[src/rtl/pipe_pkg.sv]
// pipe_pkg: shared definitions for the pipeline stage registers.
//   - EMPTY / ONE / FULL: state encodings, equal to the number of valid entries.
//   - state_t: enumerated state type built on those encodings.
//   - NOP_BIT: fill bit for the bubble payload. An all-zero instr decodes as a NOP.
package pipe_pkg;

  localparam logic [1:0] EMPTY = 2'd0;
  localparam logic [1:0] ONE   = 2'd1;
  localparam logic [1:0] FULL  = 2'd2;

  typedef enum logic [1:0] {
    ST_EMPTY = EMPTY,
    ST_ONE   = ONE,
    ST_FULL  = FULL
  } state_t;

  // Replicated to the payload width by each user; the payload width is a
  // per-instance parameter.
  localparam logic NOP_BIT = 1'b0;

endpackage

[src/rtl/sat_counter.sv]
// sat_counter: up-counter that stops at its maximum value instead of wrapping.
//   clk   : rising-edge clock
//   reset : asynchronous, active-high; clears the count
//   inc   : count this cycle
//   count : current value, W bits, saturates at 2^W-1
module sat_counter #(
  parameter int W = 16
) (
  input  logic         clk,
  input  logic         reset,
  input  logic         inc,
  output logic [W-1:0] count
);

  always_ff @(posedge clk or posedge reset) begin
    if (reset) begin
      count <= '0;
    end else if (inc && (count != {W{1'b1}})) begin
      count <= count + W'(1);
    end
  end

endmodule

[src/rtl/pipe_skid_reg.sv]
// pipe_skid_reg: generic pipeline stage register with a two-entry skid buffer.
//   clk       : rising-edge clock
//   reset     : asynchronous, active-high
//   flush     : synchronous clear of both entries, which inserts a NOP bubble
//   in_valid  / in_ready  / in_data  : upstream handshake and payload
//   out_valid / out_ready / out_data : downstream handshake and payload
//   stall_cnt : saturating count of cycles with out_valid & !out_ready
//   dbg_state : current FSM state (EMPTY/ONE/FULL), for observation only
//
// Handshake: a beat transfers on a rising edge where valid and ready are both
// high. A producer holds valid and data stable until that edge. in_ready is
// decoded from registered state only, so it never depends combinationally on
// out_ready.
module pipe_skid_reg
  import pipe_pkg::*;
#(
  parameter int DATA_W = 32,
  parameter int CNT_W  = 16
) (
  input  logic              clk,
  input  logic              reset,
  input  logic              flush,
  input  logic              in_valid,
  output logic              in_ready,
  input  logic [DATA_W-1:0] in_data,
  output logic              out_valid,
  input  logic              out_ready,
  output logic [DATA_W-1:0] out_data,
  output logic [CNT_W-1:0]  stall_cnt,
  output logic [1:0]        dbg_state
);

  localparam logic [DATA_W-1:0] NOP = {DATA_W{NOP_BIT}};

  state_t            state_q, state_d;
  logic [DATA_W-1:0] main_q, main_d;
  logic [DATA_W-1:0] skid_q, skid_d;
  logic              in_fire, out_fire;

  assign out_valid = (state_q != ST_EMPTY);
  assign in_ready  = (state_q != ST_FULL);
  assign out_data  = main_q;
  assign dbg_state = state_q;

  assign in_fire  = in_valid & in_ready;
  assign out_fire = out_valid & out_ready;

  always_ff @(posedge clk or posedge reset) begin
    if (reset) begin
      state_q <= ST_EMPTY;
      main_q  <= NOP;
      skid_q  <= NOP;
    end else begin
      state_q <= state_d;
      main_q  <= main_d;
      skid_q  <= skid_d;
    end
  end

  always_comb begin
    state_d = state_q;
    main_d  = main_q;
    skid_d  = skid_q;
    case (state_q)
      ST_EMPTY: begin
        if (in_fire) begin
          state_d = ST_ONE;
          main_d  = in_data;
        end
      end
      ST_ONE: begin
        if (in_fire && out_fire) begin
          main_d = in_data;
        end else if (in_fire) begin
          state_d = ST_FULL;
          skid_d  = in_data;
        end else if (out_fire) begin
          state_d = ST_EMPTY;
        end
      end
      ST_FULL: begin
        // in_ready is low here, so only the drain can happen.
        if (out_fire) begin
          state_d = ST_ONE;
          main_d  = skid_q;
        end
      end
      default: begin
        state_d = ST_EMPTY;
      end
    endcase
    // Flush overrides every handshake. A beat accepted in the same cycle is
    // dropped, because the upstream stage is flushed as well.
    if (flush) begin
      state_d = ST_EMPTY;
      main_d  = NOP;
      skid_d  = NOP;
    end
  end

  // The count uses the pre-flush outputs, so a stalled flush cycle still counts.
  sat_counter #(.W(CNT_W)) u_stall_cnt (
    .clk   (clk),
    .reset (reset),
    .inc   (out_valid & ~out_ready),
    .count (stall_cnt)
  );

endmodule

[config.mk]
export PLATFORM = sky130hd
export DESIGN_NAME = pipe_skid_reg
export DESIGN_NICKNAME = d
export VERILOG_FILES = /design/src/rtl/pipe_pkg.sv /design/src/rtl/sat_counter.sv /design/src/rtl/pipe_skid_reg.sv
export SDC_FILE = /design/constraint.sdc
export NUM_CORES = 1
export LEC_CHECK = 0
export CAP_MARGIN = 0
export CORE_UTILIZATION = 46
export CTS_BUF_LIST = sky130_fd_sc_hd__clkbuf_8
export DETAILED_ROUTE_END_ITERATION = 8
export PLACE_DENSITY_LB_ADDON = 0.25
export RECOVER_POWER = 100
export SLEW_MARGIN = 25
export SYNTH_ARGS = -nofsm -noshare
export SYNTH_HDL_FRONTEND = slang
export SYNTH_SLANG_ARGS = --single-unit
[constraint.sdc]
create_clock -name clk -period 7.25 [get_ports clk]
set_clock_uncertainty 0.05 [all_clocks]
set_input_delay 0.725 -clock clk [delete_from_list [all_inputs] [get_ports clk]]
set_output_delay 0.725 -clock clk [all_outputs]
set_load 0.05 [all_outputs]
### Word level (Yosys, flattened, before mapping)

Cells that the tools add are included.

* flip-flop bits (word level): 82
* memories: 0
* latch bits: 0
* ROM bits: 0
* bits of input ports: 37
* memory bits (writable): 0
* logic and storage cells: 44

* $mul: 0
* divide/modulo/power cells: 0
* bitwise operators: 4
* reduce and logical (&&, ||, !) cells: 10
* add/sub/neg operators: 1
* shifts and indexed selects: 0
* eq/ne operators: 10
* order comparisons: 0
* muxes and demuxes: 15

Operators by type and width (number)
* $mux W32: 7
* $pmux W32 S3: 1
* $add A16 B1 Y16 const B: 1
* $ne A16 B16 Y1 const B: 1
* $mux W2: 6
* $ne A3 B3 Y1 const B: 4
* $reduce_and A4 Y1: 2
* $pmux W2 S3: 1
* $reduce_bool A2 Y1: 3
* $ne A2 B2 Y1 const B: 2
* $ne A4 B4 Y1 const B: 1
* $reduce_bool A4 Y1: 1
* $and A1 B1 Y1: 3
* $reduce_and A3 Y1: 1
* $eq A2 B1 Y1 const B: 1
* $eq A2 B2 Y1 const B: 1
* $logic_and A1 B1 Y1: 2
* $logic_not A2 Y1: 1
* $not A1 Y1: 1

### Depth between registers and ports, before layout

* depth in word-level cells: 7
* gate-level depth with buffers: 8

### Cells and area by module

From an unflattened synthesis, not the netlist that was laid out.

* cells, all modules: 393
* area total of the unflattened synthesis: 4224.1 um^2

By module, submodules not included
* pipe_skid_reg: area an instance 3418.3 um^2, cells an instance 322, times used 1, sequential area each 1651.6 um^2
* sat_counter: area an instance 805.8 um^2, cells an instance 71, times used 1, sequential area each 400.4 um^2

### Worst setup path before layout

Ideal clock, no wire load.

* path kind: reg-to-reg
* from: register state_q[0] (netlist: dbg_state[0])
* to: register main_q[20] (netlist: out_data[20])
* buffers on the path: 1
* stages on the path, launching flop included: 9
* path slack: 4612 ps
* required time: 7111 ps
* data arrival time: 2500 ps
* cells stage by stage: dfrtp_1 inv_1 ha_1 inv_1 nand2_1 o32ai_4 buf_6 nor2_1 a211oi_2

* longest elaborated chain between the ends: 5

RTL lines
* start: declaration: line pipe_skid_reg.sv:35 `state_t state_q, state_d;`
* start signal: assignment: line pipe_skid_reg.sv:54 `state_q <= state_d;`
* $reduce_bool A2 Y1 (*): line pipe_skid_reg.sv:40 `assign out_valid = (state_q != ST_EMPTY);`
* via out_valid: line pipe_skid_reg.sv:26 `output logic out_valid,`
* $and A1 B1 Y1 (*): line pipe_skid_reg.sv:46 `assign out_fire = out_valid & out_ready;`
* $logic_and A1 B1 Y1: line pipe_skid_reg.sv:72 `if (in_fire && out_fire) begin`
* $ne A3 B3 Y1 (no source line)
* $reduce_and A4 Y1 (no source line) (*)
* end signal: assignment: line pipe_skid_reg.sv:55 `main_q <= main_d;`
* end: declaration: line pipe_skid_reg.sv:36 `logic [DATA_W-1:0] main_q, main_d;`

The timed path passes the listed nets; every way through them passes the cells marked *.
A chain may end at the register's enable or synchronous reset.

### Worst setup path in the final report

* from: register state_q[0] (netlist: dbg_state[0])
* to: register main_q[1] (netlist: out_data[1])

* longest elaborated chain between the ends: 5

RTL lines (line)
* $ne A2 B2 Y1 / $reduce_bool A2 Y1 (equally long branches): pipe_skid_reg.sv:41, pipe_skid_reg.sv:40
* $and A1 B1 Y1, on equally long branches: pipe_skid_reg.sv:45, pipe_skid_reg.sv:46
* $logic_and A1 B1 Y1: pipe_skid_reg.sv:72
* $ne A3 B3 Y1 (no source line)
* $reduce_and A4 Y1 (no source line)

Several ways; a longest one is shown, not always the timed one.

==> out/summary.txt <==
Met3 Wirelength - 367 um
Syn-to-layout area delta - 26.7%
Util after Layout - 60.7%
largest net degree at the start of global routing - 83
clock share of power - 23.4%
CP startpoint kind - flop
relative slew slack - -41.0%
CP Class - flop to flop
# fillers - 724
Syn Nets - 420
post-route cell area - 5020 sq um
hold bufs inserted after CTS - 0
Sequential Area - 2050 sq um
area of the multi-input gates - 1670 sq um
Final Hold Violating Endpoints - 0
main combinational cell family by area after synthesis - compound AO/OA/AOI/OAI gates
final wirelength - 8700 um
antenna cell count - 0
Reg power frac - 35.8%
GRT Total Usage - 20.2%
clock sinks - 82
Max Clk Rate - 225 MHz
Finish-stage setup viols - 0
Post-synth EDFFs - 0
synth top area cells - dfrtp_1 52%, a211oi_2 8.8%, mux2i_1 8.1%, nand2_1 7.1%, a21oi_1 4.5%
final period utilization - 61.3%
Starting DRT DRC Count - 114
later-pin clock latency in the skew report - 0.34 ns
Final min period - 4.44 ns
Initial Util - 48.0%
first-pass GRT wire length - 14100 um
layout cells sized above 1 - 7.14%
cell with the most instances after synthesis - dfrtp_1
die area - 8980 sq um
wl on met1 - 4110 um
RSZ-0062 raised after global routing - no
mean routed wirelength per cell - 15.3 um
Nets - 500
die width - 94.8 um
post-synthesis simple-gate area fraction - 15.0%
top cells by count, synth - 82 x dfrtp_1, 75 x nand2_1, 37 x nor2_1, 36 x a21oi_1, 32 x mux2i_1
Die Y - 94.8 um
Net Sw Power - 695 uW
antenna viol nets, final - 0
Hold Crit Class - flop to flop
Core ar. - 8260 sq um
adder-cell share of the synthesized area - 1.90%
IO Count - 89
Num CTS Buffers - 9
Cells after Synth - 377
Vias/cell - 5.33
top routing layer in use - met4
XOR/XNOR share of the synthesized area - 3.32%
Sw Ratio - 41.5%
Slew @ Worst Pin - 2.11 ns
Power per Cell Area - 334 nW/um^2
Yosys cell types - 33
Clock transition at path regs - 0.08 ns
FFs w/ async S/R, synth - 100%
Buffers on Ports - 88
Crit. End Element - flop
initial antenna violation count - 0
drt first pass iters - 4
cell type with the largest total area after synthesis - dfrtp_1
fin. max-slew vios - 78
post-synth top area share - 51.8%
Clock Tree Buf Depth - 2
postcts setup bufs - 0
failing checks - capacitance limit, slew limit
Critical Path Fanout Max - 40
Post-CTS Resized - 0
H-Tree Depth - 3
compound-cell area share of the yosys netlist - 15.8%
Most used DFF post-synth - dfrtp_1
Synth Warn # - 0
total negative setup slack - 0 ns
CP Data Required Time - 7.35 ns
Area after DPL - 4890 sq um
crit path DAT - 4.54 ns
global route overflow - 0
Residual DRC - 0
DP HPWL - 5410 um
combinational share of power - 40.8%
vias - 3020
gpl congestion - 0.778
CTS tree - built
Pint - 981 uW
number of global-route vias before repair - 2865
Seq/Total Area, Yosys - 51.8%
status - complete, but fails checks
Yosys reg bits - 82
maximum vdd drop - 163 uV
Hold WS - 0.461 ns
mux cell area share after synthesis - 8.37%
Leakage Power - 2.16 nW
Synth Cell Area - 3960 sq um
row cnt - 33
clk root buf - clkbuf_8
Max-Cap Viols - 2
met2 WL - 4150 um
syn_area_per_cell - 10.5 sq um
## cell usage in the layout (no fill, tap or decap), types with 2 or more instances in the layout
cell | netlist | layout
clkbuf_1 | 14 | 2
xnor2_1 | 7 | 7
nand2_1 | 75 | 75
ha_1 | 6 | 6
inv_1 | 7 | 7
clkdlybuf4s50_1 | 0 | 33
mux2i_1 | 32 | 32
nor2_1 | 37 | 37
a211oi_1 | 5 | 20
bufinv_16 | 0 | 3
nand4_1 | 4 | 4
a21oi_1 | 36 | 35
clkinv_2 | 0 | 3
clkbuf_8 | 0 | 9
and4_1 | 6 | 6
nor3_1 | 4 | 4
nand3_1 | 4 | 4
xor2_1 | 8 | 8
a211oi_2 | 28 | 13
dlygate4sd3_1 | 0 | 54
dfrtp_1 | 82 | 82
## routing by layer
layer  GRT usage, %  up-vias
met5              0        -
li1               -     1456
met3           3.30        6
met2           32.2       68
met4           6.44        0
met1           28.1     1490
## per-stage QoR
step | total power [mW] | std cells | worst slack, ns
floorplan | 1.14 | 377 | 4.37
global placement | 1.34 | 550 | 3.82
global route | 1.76 | 567 | 2.43
finish | 1.68 | 567 | 2.81
detailed placement | 1.35 | 550 | 3.74
CTS | 1.75 | 566 | 4.06
## worst max-delay path, cell delays in order (launching register included)
cell and delay (ns):
dfrtp_1 0.44, inv_1 0.16, ha_1 1.62, o32ai_1 0.65, clkbuf_1 0.88, nor2_1 0.36
a211oi_2 0.07
## sequential cells by signal, indices dropped and copies added, names as in the netlist
| signal | count |
|---|---|
| dbg_state | 2 |
| skid_q | 32 |
| u_stall_cnt.count | 16 |
| out_data | 32 |
## power groups by stage
| stage | clock [mW] | combinational, mW | sequential [mW] |
|---|---|---|---|
| 6_report | 0.393 | 0.684 | 0.599 |
| 5_1_grt | 0.418 | 0.731 | 0.611 |
| 4_1_cts | 0.398 | 0.746 | 0.604 |
| 3_5_place_dp | 0 | 0.742 | 0.612 |
| 3_3_place_gp | 0 | 0.728 | 0.610 |
| 2_1_floorplan | 0 | 0.294 | 0.843 |
## final timing paths
check / from / slack (ns) / endpoint / depth (start not counted)
max: dbg_state[0] / 2.81 / out_data[1] / 6
min: u_stall_cnt.count[13] / 0.46 / u_stall_cnt.count[13] / 1
max reg2reg: dbg_state[0] / 2.81 / out_data[1] / 6
min reg2reg: u_stall_cnt.count[13] / 0.46 / u_stall_cnt.count[13] / 1
max in group asynchronous: reset / 5.65 / out_data[25] / 3
min in group asynchronous: reset / 1.03 / out_data[4] / 3
## cell families (layout without fill, tap and decap cells)
logic type,count (synthesis),in the layout
compound gates,74,74
xor+xnor,15,15
fa+ha+maj,6,6
buf+inv,30,115
flops,82,82
mux,33,33
simple gates,137,137
## layout make-up
class | count | area share (%)
repair buffers | 92 | 18.0
clock inverters | 7 | 2.17
clock buffers | 9 | 2.47
multi-input cells | 265 | 33.3
flip-flops and latches | 82 | 40.9
well taps | 105 | 2.62
inverters | 7 | 0.549
No activity file was read; power rests on OpenSTA's default activity.
